$ cat src/rtl/iq_unzip_expand.sv
// iq_unzip_expand: expands 32-bit words of four packed 4-bit IQ symbols into four 16/16-bit IQ samples.
// Latency: sample 0 is registered one cycle after the input word is accepted; one sample per cycle after that.
// Backpressure: o_tready low holds the sample; a new word is taken only while empty or in the lane-3 handoff.
// Optional build macro IQ_UNZIP_ROUND_EN: also sets bit 8 of every expanded half (mid-rise reconstruction).
module iq_unzip_expand #(
  parameter int WIDTH = 32,
  parameter int CNT_W = 2
) (
  input  logic             clk,
  input  logic             reset,
  input  logic [WIDTH-1:0] i_tdata,
  input  logic             i_tlast,
  input  logic             i_tvalid,
  output logic             i_tready,
  output logic [WIDTH-1:0] o_tdata,
  output logic             o_tlast,
  output logic             o_tvalid,
  input  logic             o_tready
);

  typedef enum logic {
    EMPTY  = 1'b0,
    EXPAND = 1'b1
  } state_t;

  state_t             state;
  state_t             state_nxt;
  logic [WIDTH-1:0]   word_buf;
  logic               last_q;
  logic [CNT_W-1:0]   lane;
  logic               full;
  logic               lane_end;
  logic               in_acc;
  logic               out_acc;

  // One nibble to 16 bits: sign bit, three copies of it, the three magnitude bits, then zeros.
  function automatic logic [15:0] expand_nib(input logic [3:0] n);
    logic [15:0] h;
    h = {n[3], {3{n[3]}}, n[2:0], 9'd0};
`ifdef IQ_UNZIP_ROUND_EN
    h[8] = 1'b1;
`endif
    return h;
  endfunction

  // Symbol byte to one output sample {I, Q}.
  function automatic logic [31:0] expand_sym(input logic [7:0] b);
    return {expand_nib(b[7:4]), expand_nib(b[3:0])};
  endfunction

  // Fixed lane order inside a word: [23:16], [31:24], [7:0], [15:8].
  function automatic logic [7:0] lane_byte(input logic [WIDTH-1:0] w, input logic [CNT_W-1:0] l);
    logic [7:0] b;
    case (l)
      2'd0:    b = w[23:16];
      2'd1:    b = w[31:24];
      2'd2:    b = w[7:0];
      default: b = w[15:8];
    endcase
    return b;
  endfunction

  assign full     = (state == EXPAND);
  assign lane_end = (lane == '1);
  assign in_acc   = i_tvalid & i_tready;
  assign out_acc  = full & o_tready;

  // State register; reset drops any word in flight at once.
  always_ff @(posedge clk or posedge reset) begin
    if (reset) begin
      state <= EMPTY;
    end else begin
      state <= state_nxt;
    end
  end

  // Next state: fill on accept, empty only when lane 3 leaves with no word waiting.
  always_comb begin
    state_nxt = state;
    case (state)
      EMPTY: begin
        if (in_acc) begin
          state_nxt = EXPAND;
        end
      end
      EXPAND: begin
        if (out_acc && lane_end && !i_tvalid) begin
          state_nxt = EMPTY;
        end
      end
      default: state_nxt = EMPTY;
    endcase
  end

  // Handshake outputs; refill is allowed in the same cycle lane 3 is consumed.
  always_comb begin
    o_tvalid = full;
    i_tready = ~full | (lane_end & o_tready);
    o_tlast  = full & last_q & lane_end;
  end

  // Word buffer, lane counter and registered sample; all hold while the output is stalled.
  always_ff @(posedge clk or posedge reset) begin
    if (reset) begin
      word_buf <= '0;
      last_q   <= 1'b0;
      lane     <= '0;
      o_tdata  <= '0;
    end else if (in_acc) begin
      // Covers both the load from empty and the lane-3 pass-through refill.
      word_buf <= i_tdata;
      last_q   <= i_tlast;
      lane     <= '0;
      o_tdata  <= expand_sym(lane_byte(i_tdata, '0));
    end else if (out_acc) begin
      if (!lane_end) begin
        lane    <= lane + CNT_W'(1);
        o_tdata <= expand_sym(lane_byte(word_buf, lane + CNT_W'(1)));
      end else begin
        lane    <= '0;
      end
    end
  end

endmodule
$ cat config.mk
export PLATFORM = sky130hd
export DESIGN_NAME = iq_unzip_expand
export DESIGN_NICKNAME = d
export VERILOG_FILES = /design/src/rtl/iq_unzip_expand.sv
export SDC_FILE = /design/constraint.sdc
export NUM_CORES = 1
export LEC_CHECK = 0
export CAP_MARGIN = 5
export CELL_PAD_IN_SITES_DETAIL_PLACEMENT = 1
export CELL_PAD_IN_SITES_GLOBAL_PLACEMENT = 1
export CORE_MARGIN = 2
export CORE_UTILIZATION = 30
export DETAILED_ROUTE_END_ITERATION = 16
export PLACE_DENSITY_LB_ADDON = 0.1
export SETUP_SLACK_MARGIN = 0.15
export SLEW_MARGIN = 20
export SYNTH_ARGS = -nofsm -noshare
export SYNTH_HDL_FRONTEND = slang
export SYNTH_SLANG_ARGS = --single-unit
export TNS_END_PERCENT = 1
$ cat constraint.sdc
create_clock -name clk -period 4.6 [get_ports clk]
set_clock_uncertainty 0.15 [all_clocks]
set_input_delay 0.46 -clock clk [delete_from_list [all_inputs] [get_ports clk]]
set_output_delay 0.46 -clock clk [all_outputs]
set_load 0.03 [all_outputs]
== After elaboration in Yosys (flattened, before gate mapping) ==
Cells that the tools add are included.
Word-level totals
  bits in registers: 68
  logic and storage cells: 33
  input bits: 37
  output and inout port bits: 35
Operators by class
  add/subtract/negate cells: 1
  bitwise logic cells: 7
  reductions and logical operators: 6
  equal/unequal tests: 4
  muxes and demuxes: 10
Operators by type and width (number)
  32-bit two-way mux: 3
  8-bit case mux with 3 select lines: 1
  2-bit two-way mux: 3
  1-bit bitwise AND: 5
  2-bit == test, second input constant: 2
  2-bit by 1-bit adder with 2-bit output, second input constant: 1
  2-bit by 1-bit == test with 1-bit output, second input constant: 1
  1-bit logical AND: 2
  2-bit zero test: 1
  1-bit two-way mux: 2
  2-bit by 1-bit != test with 1-bit output, second input constant: 1
  1-bit case mux with 2 select lines: 1
  2-bit AND reduction: 1
  2-bit nonzero test: 1
  1-bit zero test: 1
  1-bit inverter: 1
  1-bit OR: 1

== Longest topological paths before layout ==
Gate-level depths: netlist (run 1).
  depth after elaboration: 6
  mapped depth: 6
  gate-level depth less buffers: 5

== Worst setup path after synthesis (run 1) ==
OpenSTA, ideal clock, no wires.
  kind: register to register
  start: register state, in the netlist o_tvalid
  end: register word_buf[0]
  setup time: 125 ps
  cell stages (with the launch flop): 5
  data required time: 4325 ps
  data arrival time: 1471 ps
  clock period less this slack: 1746 ps
  setup slack: 2854 ps
  cell sequence: dfrtp_1 -> a21bo_4 -> nand2_8 -> buf_12 -> mux2_4
Between the ends
  word-level cells in the longest chain between the ends: 3
Ends and longest elaborated chain
  from (decl): line 26  | state_t state;
  from (signal assigned): line 73  | state <= state_nxt;
  1-bit inverter
  1-bit OR: line 98  | i_tready = ~full | (lane_end & o_tready);
  net i_tready: line 14  | output logic i_tready,
  1-bit bitwise AND: line 65  | assign in_acc = i_tvalid & i_tready;
  to (signal assigned): line 111  | word_buf <= i_tdata;
  to (decl): line 28  | logic [WIDTH-1:0] word_buf;
The timed path passes the listed nets, and every way through them passes these cells.
A chain may end at the register's enable or synchronous reset.

== Worst setup path after layout (run 1) ==
  start: register lane[0]
  end: output port i_tready
Between the ends
  word-level cells in the longest chain between the ends: 3
Ends and longest elaborated chain
  from (decl): line 30  | logic [CNT_W-1:0] lane;
  from (signal assigned): line 117  | lane <= lane + CNT_W'(1);
  2-bit == test: line 64  | assign lane_end = (lane == '1);
  1-bit bitwise AND: line 98
  1-bit OR: line 98
  to (decl): line 14
No other way between the ends.

==> results of run 1 <==
[worst max-delay path, stage by stage (launching register included)]
cell and delay [ns]:
dfrtp_1 0.43, ha_1 0.58, a21bo_4 0.26, clkdlybuf4s50_1 0.68
[cell families after synthesis]
family,after synthesis
buffers and inverters,48
DFF,44
muxes,41
AOI/OAI and AO/OA,37
and+or+nand+nor,26
adders and majority gates,4
other,1
[worst paths after layout]
check	start	end	slack, ns	cells past startpoint
max	lane[0]	i_tready	1.75	3
min	last_q	last_q	0.35	1
max reg2reg	lane[0]	word_buf[10]	2.42	4
min reg2reg	last_q	last_q	0.35	1
max in group asynchronous	reset	word_buf[25]	3.47	3
min in group asynchronous	reset	word_buf[5]	0.46	3
[through the flow]
step           power (µW)  hold slack (ns)  cell area (µm²)  setup slack [ns]  instances
3_3_place_gp         1690            0.322             2940              1.97        341
4_1_cts              1970            0.350             3030              1.71        349
3_5_place_dp         1700            0.331             2940              1.93        341
5_1_grt              2070            0.369             3030              1.62        349
2_1_floorplan        1450            0.306             2550              2.85        218
6_report             1930            0.351             3030              1.75        349
[report_power, final]
part / switching (µW) / internal, µW / total (µW)
clock: 131 / 120 / 251
sequential: 129 / 581 / 710
combinational: 450 / 520 / 970
total: 710 / 1220 / 1930
[per-layer routing]
metal,GRT usage,vias up,part of all wire
met1,0.168,813,0.46
met2,0.215,45,0.49
li1,-,763,-
met4,0.0471,0,0.0073
met3,0.0292,2,0.041
met5,0,-,0
[synth_stat cells]
cell type | instances | share of area
nand2_1 | 2 | 0.0030
o21ai_1 | 10 | 0.020
clkbuf_1 | 3 | 0.0045
and2b_2 | 1 | 0.0035
dfrtp_1 | 44 | 0.44
buf_12 | 3 | 0.024
and2_1 | 1 | 0.0025
conb_1 | 1 | 0.0015
a21bo_4 | 1 | 0.0065
buf_4 | 25 | 0.075
a22o_1 | 1 | 0.0035
a32oi_1 | 8 | 0.028
mux2_2 | 7 | 0.032
and3_1 | 1 | 0.0025
nand2_8 | 1 | 0.0080
nand3b_1 | 1 | 0.0030
nand3_1 | 8 | 0.016
inv_1 | 11 | 0.017
mux2_4 | 30 | 0.18
mux2_1 | 4 | 0.018
nand2b_1 | 10 | 0.025
buf_2 | 3 | 0.0060
buf_1 | 2 | 0.0030
inv_2 | 1 | 0.0015
ha_1 | 4 | 0.020
a21oi_1 | 8 | 0.016
o22ai_1 | 1 | 0.0025
a222oi_1 | 8 | 0.032
nor2_1 | 1 | 0.0015
[layout make-up]
cell class	instances	area, µm²
fillers	866	5100
well taps	105	131
inverters	12	45.0
multi-input cells	126	1130
clock inverters	2	10.0
clock buffers	6	82.6
flip-flops and latches	44	1100
repair buffers	54	538
[sequential cells by signal (all words and copies together) (netlist names)]
register  flops
o_tdata       8
lane          2
word_buf     32
last_q        1
o_tvalid      1
[placed cells by master (no fill, tap or decap), drive strengths merged]
cell	instances
a21bo	1
a21oi	8
a222oi	8
a22o	1
a32oi	8
and2	1
and2b	1
and3	1
buf	1
clkbuf	6
clkdlybuf4s50	53
clkinv	3
conb	18
dfrtp	44
ha	4
inv	11
mux2	41
nand2	3
nand2b	10
nand3	8
nand3b	1
nor2	1
o21ai	10
o22ai	1
==> out/qor.csv, run 1 <==
stage;metric;value;unit
clock_network;Clk pin slew, worst setup/hold paths;0.08;ns
sta;relative slew slack;0.424;
clock_network;total CTS buffers;5;
power;Lkg Pwr;0.00137;µW
clock_network;CTS resizes;0;
setup_path;Worst setup SP type;flip-flop;
drt;Post-DRT Antenna Nets;0;
drt;initial DRC count;70;
synthesis;Post-Syn Instances;201;
synthesis;Post-Syn Area;2490;µm²
floorplan;die width;95.1;µm
clock_network;clock root cell;clkbuf_8;
drt;detailed-route DRC error count;0;
drt;DR vias;1623;
clock_network;CTS max path bufs;2;
floorplan;CORE AREA;8130;µm²
synthesis;Post-Synth XOR/XNOR Area;0;
sta;max-slew violations;0;
sta;RSZ-0062 raised after global routing;false;
sta;Fin Setup TNS;0;ns
sta;final critical-path required period;2.85;ns
grt;largest net degree at the start of global routing;45;
synthesis;Syn Area/Cell;12.4;µm²
floorplan;Cell Rows;33;
drt;drt first pass iters;4;
synthesis;Synth Warn #;0;
placed_design;Placer Congestion;0.706;
clock_network;number of H-tree levels;2;
setup_path;Setup CP Type;reg -> out;
grt;vias in the first global route;1727;
clock_network;postcts setup bufs;0;
grt;Overall Global Routing Usage;0.131;
setup_path;arrival time of the worst setup path;2.24;ns
setup_path;critical-path maximum fanout;13;
synthesis;mux contribution to synthesized area;0.231;
layout;# diodes;0;
floorplan;Die ar.;9040;µm²
grt;number of antenna violations at the first check in global routing;0;
floorplan;DIE HEIGHT;95.1;µm
floorplan;Initial Util;0.306;
synthesis;main combinational cell family by area after synthesis;multiplexers;
sta;setup violators final;0;
drt;drt total wl;5470;µm
setup_path;Worst Path Required;3.99;ns
sta;maximum achievable frequency;0.351;GHz
clock_network;CTS tree;built;
layout;final core utilization;0.373;
layout;nets@finish;284;
layout;layout cells sized above 1;0.205;
sta;worst slew pin tran;0.862;ns
synthesis;Synth Area in Simple Gates;0.0653;
run;Max Cap Violations;0;
sta;Fin. Hold Viols;0;
setup_path;Critical Path Sink Type;output port;
synthesis;Post-Synth Adder-Cell Area;0.0201;
layout;area delta synth->final;21.9;%
synthesis;post-synthesis compound-gate area fraction;0.109;
clock_network;cts hold-fix bufs;0;
grt;first-pass GRT wire length;8830;µm
sta;Final Cycle Share;0.619;
grt;gr ovfl total;0;
drt;vias per inst;4.65;
drt;Avg WL per Cell;15.7;µm
synthesis;Cell variety after synth;29;
clock_network;clock latency on the worst-skew pair;0.29;ns
status;outcome;finished, final reports clean;
hold_path;Hold/Removal Path Class;reg -> reg;
power;peak supply drop;0.186;mV
placed_design;# port buffers;53;
synthesis;Yosys reg bits;44;
power;PwrDens;637;nW/µm²
synthesis;Seq/Total Area, Yosys;0.442;
clock_network;CTS Sinks;44;
placed_design;post-detail-place hpwl;3700;µm
floorplan;io pins;72;
(Power assumes the default switching activity.)
==> run 2, diff against run 1 <==
==> constraint.sdc (replaced) <==
create_clock -name clk -period 2.3 [get_ports clk]
set_clock_uncertainty 0.15 [all_clocks]
set_input_delay 0.23 -clock clk [delete_from_list [all_inputs] [get_ports clk]]
set_output_delay 0.23 -clock clk [all_outputs]
set_load 0.03 [all_outputs]
==> run 2 against run 1 <==
Net effect: sequential cell count unchanged; count of clock-buffer cells in the layout did not move; sequential power up 100%; die area is the same; final cell count rose by 0.86%; global-route usage up 0.91 points; worst setup slack worse by 1.5 ns; critical endpoint unchanged; largest cell class unchanged.
==> out/qor.csv, run 2 (same netlist as run 1, synthesis figures left out) <==
stage;metric;value;unit
drt;Post-DRT Antenna Nets;0;
sta;Fin. Hold Viols;0;
grt;number of antenna violations at the first check in global routing;0;
clock_network;total CTS buffers;5;
floorplan;DIE HEIGHT;95.1;µm
sta;Final Cycle Share;0.871;
placed_design;Placer Congestion;0.727;
layout;Largest regs;word_buf (32), o_tdata (8), lane (2);
power;P_int;2530;µW
drt;initial DRC count;81;
drt;DR vias;1646;
sta;relative slew slack;0.660;
sta;Fin Setup TNS;0;ns
sta;minimum hold slack;0.0362;ns
setup_path;Setup CP Type;reg -> out;
floorplan;Initial Util;0.306;
clock_network;CTS max path bufs;2;
floorplan;Cell Rows;33;
power;Lkg Pwr;0.00142;µW
setup_path;Worst setup SP type;flip-flop;
placed_design;# port buffers;53;
clock_network;postcts setup bufs;0;
setup_path;critical-path maximum fanout;5;
setup_path;Critical Path Sink Type;output port;
sta;maximum achievable frequency;0.499;GHz
floorplan;CORE AREA;8130;µm²
floorplan;io pins;72;
drt;Avg WL per Cell;16.5;µm
power;Net Sw Frac;0.365;
grt;Overall Global Routing Usage;0.140;
layout;Largest register FFs;32;
layout;FILL cells;864;
clock_network;number of H-tree levels;2;
setup_path;Worst Path Required;1.92;ns
layout;most frequent cells in the layout;51 x clkdlybuf4s50_1, 44 x dfrtp_1, 30 x mux2_4;
sta;worst slew pin tran;0.508;ns
setup_path;worst reg2reg startpoint;lane[0];
layout;area delta synth->final;23.9;%
layout;Largest Register;word_buf;
drt;vias per inst;4.68;
drt;detailed-route DRC error count;0;
drt;drt first pass iters;4;
clock_network;CTS tree;built;
run;Max Cap Violations;0;
grt;largest net degree at the start of global routing;34;
power;PwrDens;1290;nW/µm²
hold_path;Hold/Removal Path Class;in -> async;
power;clock share of power;0.151;
sta;max-slew violations;0;
grt;vias in the first global route;1699;
layout;# diodes;0;
clock_network;Clk pin slew, worst setup/hold paths;0.09;ns
setup_path;arrival time of the worst setup path;1.62;ns
floorplan;Die ar.;9040;µm²
setup_path;Reg2Reg Setup Slack;0.35;ns
grt;gr ovfl total;0;
layout;sequential cell area;1100;µm²
power;peak supply drop;0.359;mV
layout;commonest non-fill, non-tap cell in the layout;clkdlybuf4s50_1;
floorplan;die width;95.1;µm
layout;layout cells sized above 1;0.211;
setup_path;Worst R2R Path Depth;4;
status;outcome;finished, final reports clean;
layout;multi-input logic area;1130;µm²
power;Comb pwr share;0.493;
placed_design;post-detail-place hpwl;3860;µm
clock_network;clock root cell;clkbuf_8;
layout;nets@finish;287;
grt;first-pass GRT wire length;9380;µm
setup_path;worst reg2reg path endpoint;o_tdata[30];
sta;setup violators final;0;
sta;final critical-path required period;2.00;ns
power;Switch Pwr;1450;µW
clock_network;CTS resizes;1;
power;sequential power share;0.356;
sta;RSZ-0062 raised after global routing;false;
clock_network;CTS Sinks;44;
clock_network;clock latency on the worst-skew pair;0.30;ns
drt;drt total wl;5790;µm
clock_network;cts hold-fix bufs;0;
-- run 2: metal layers --
metal	routed length, µm	vias to the layer above	global-route usage
met5	0	-	0
li1	-	768	-
met4	98	0	0.0543
met3	240	5	0.0277
met2	2730	47	0.221
met1	2730	826	0.187
-- run 2: final cells by class --
cell class                 instances  area share
multi-input combinational        126       0.365
inverter                          12      0.0146
tap                              105      0.0426
timing repair buffer              57       0.186
clock inverter                     2      0.0114
sequential                        44       0.357
clock buffer                       6      0.0235
-- run 2: metrics by stage --
step                      area (µm²)  worst slack [ns]  cells   util  total power [µW]
after floorplan                 2550             0.554    218      -              2900
after global placement          2980             0.235    344  0.366              3400
after detailed placement        2980             0.232    344  0.366              3410
after CTS                       3080            0.0805    352  0.379              4030
after global routing            3090             0.242    352  0.379              4250
final                           3090             0.297    352  0.379              3980
-- run 2: power groups by stage --
stage	Sequential, µW	Combinational (µW)	Clock (µW)
2_1_floorplan	1500	1400	0
3_3_place_gp	1430	1970	0
3_5_place_dp	1430	1980	0
4_1_cts	1420	1990	624
5_1_grt	1480	2120	650
6_report	1420	1960	601
-- run 2: worst max-delay path by stage --
| stage | start | end | slack (ns) | depth (start not counted) |
|---|---|---|---|---|
| final | lane[0] | i_tready | 0.30 | 3 |
| after global routing | lane[0] | i_tready | 0.24 | 3 |
| after CTS | lane[0] | o_tlast | 0.08 | 3 |
| after detailed placement | o_tready | i_tready | 0.23 | 3 |
| after global placement | o_tready | i_tready | 0.24 | 3 |
| after floorplan | o_tvalid | word_buf[0] | 0.55 | 4 |
-- run 2: worst max-delay path, stage by stage (launching register included) --
cell	delay [ns]
dfrtp_1	0.44
ha_1	0.27
a21bo_4	0.25
dlygate4sd2_1	0.36
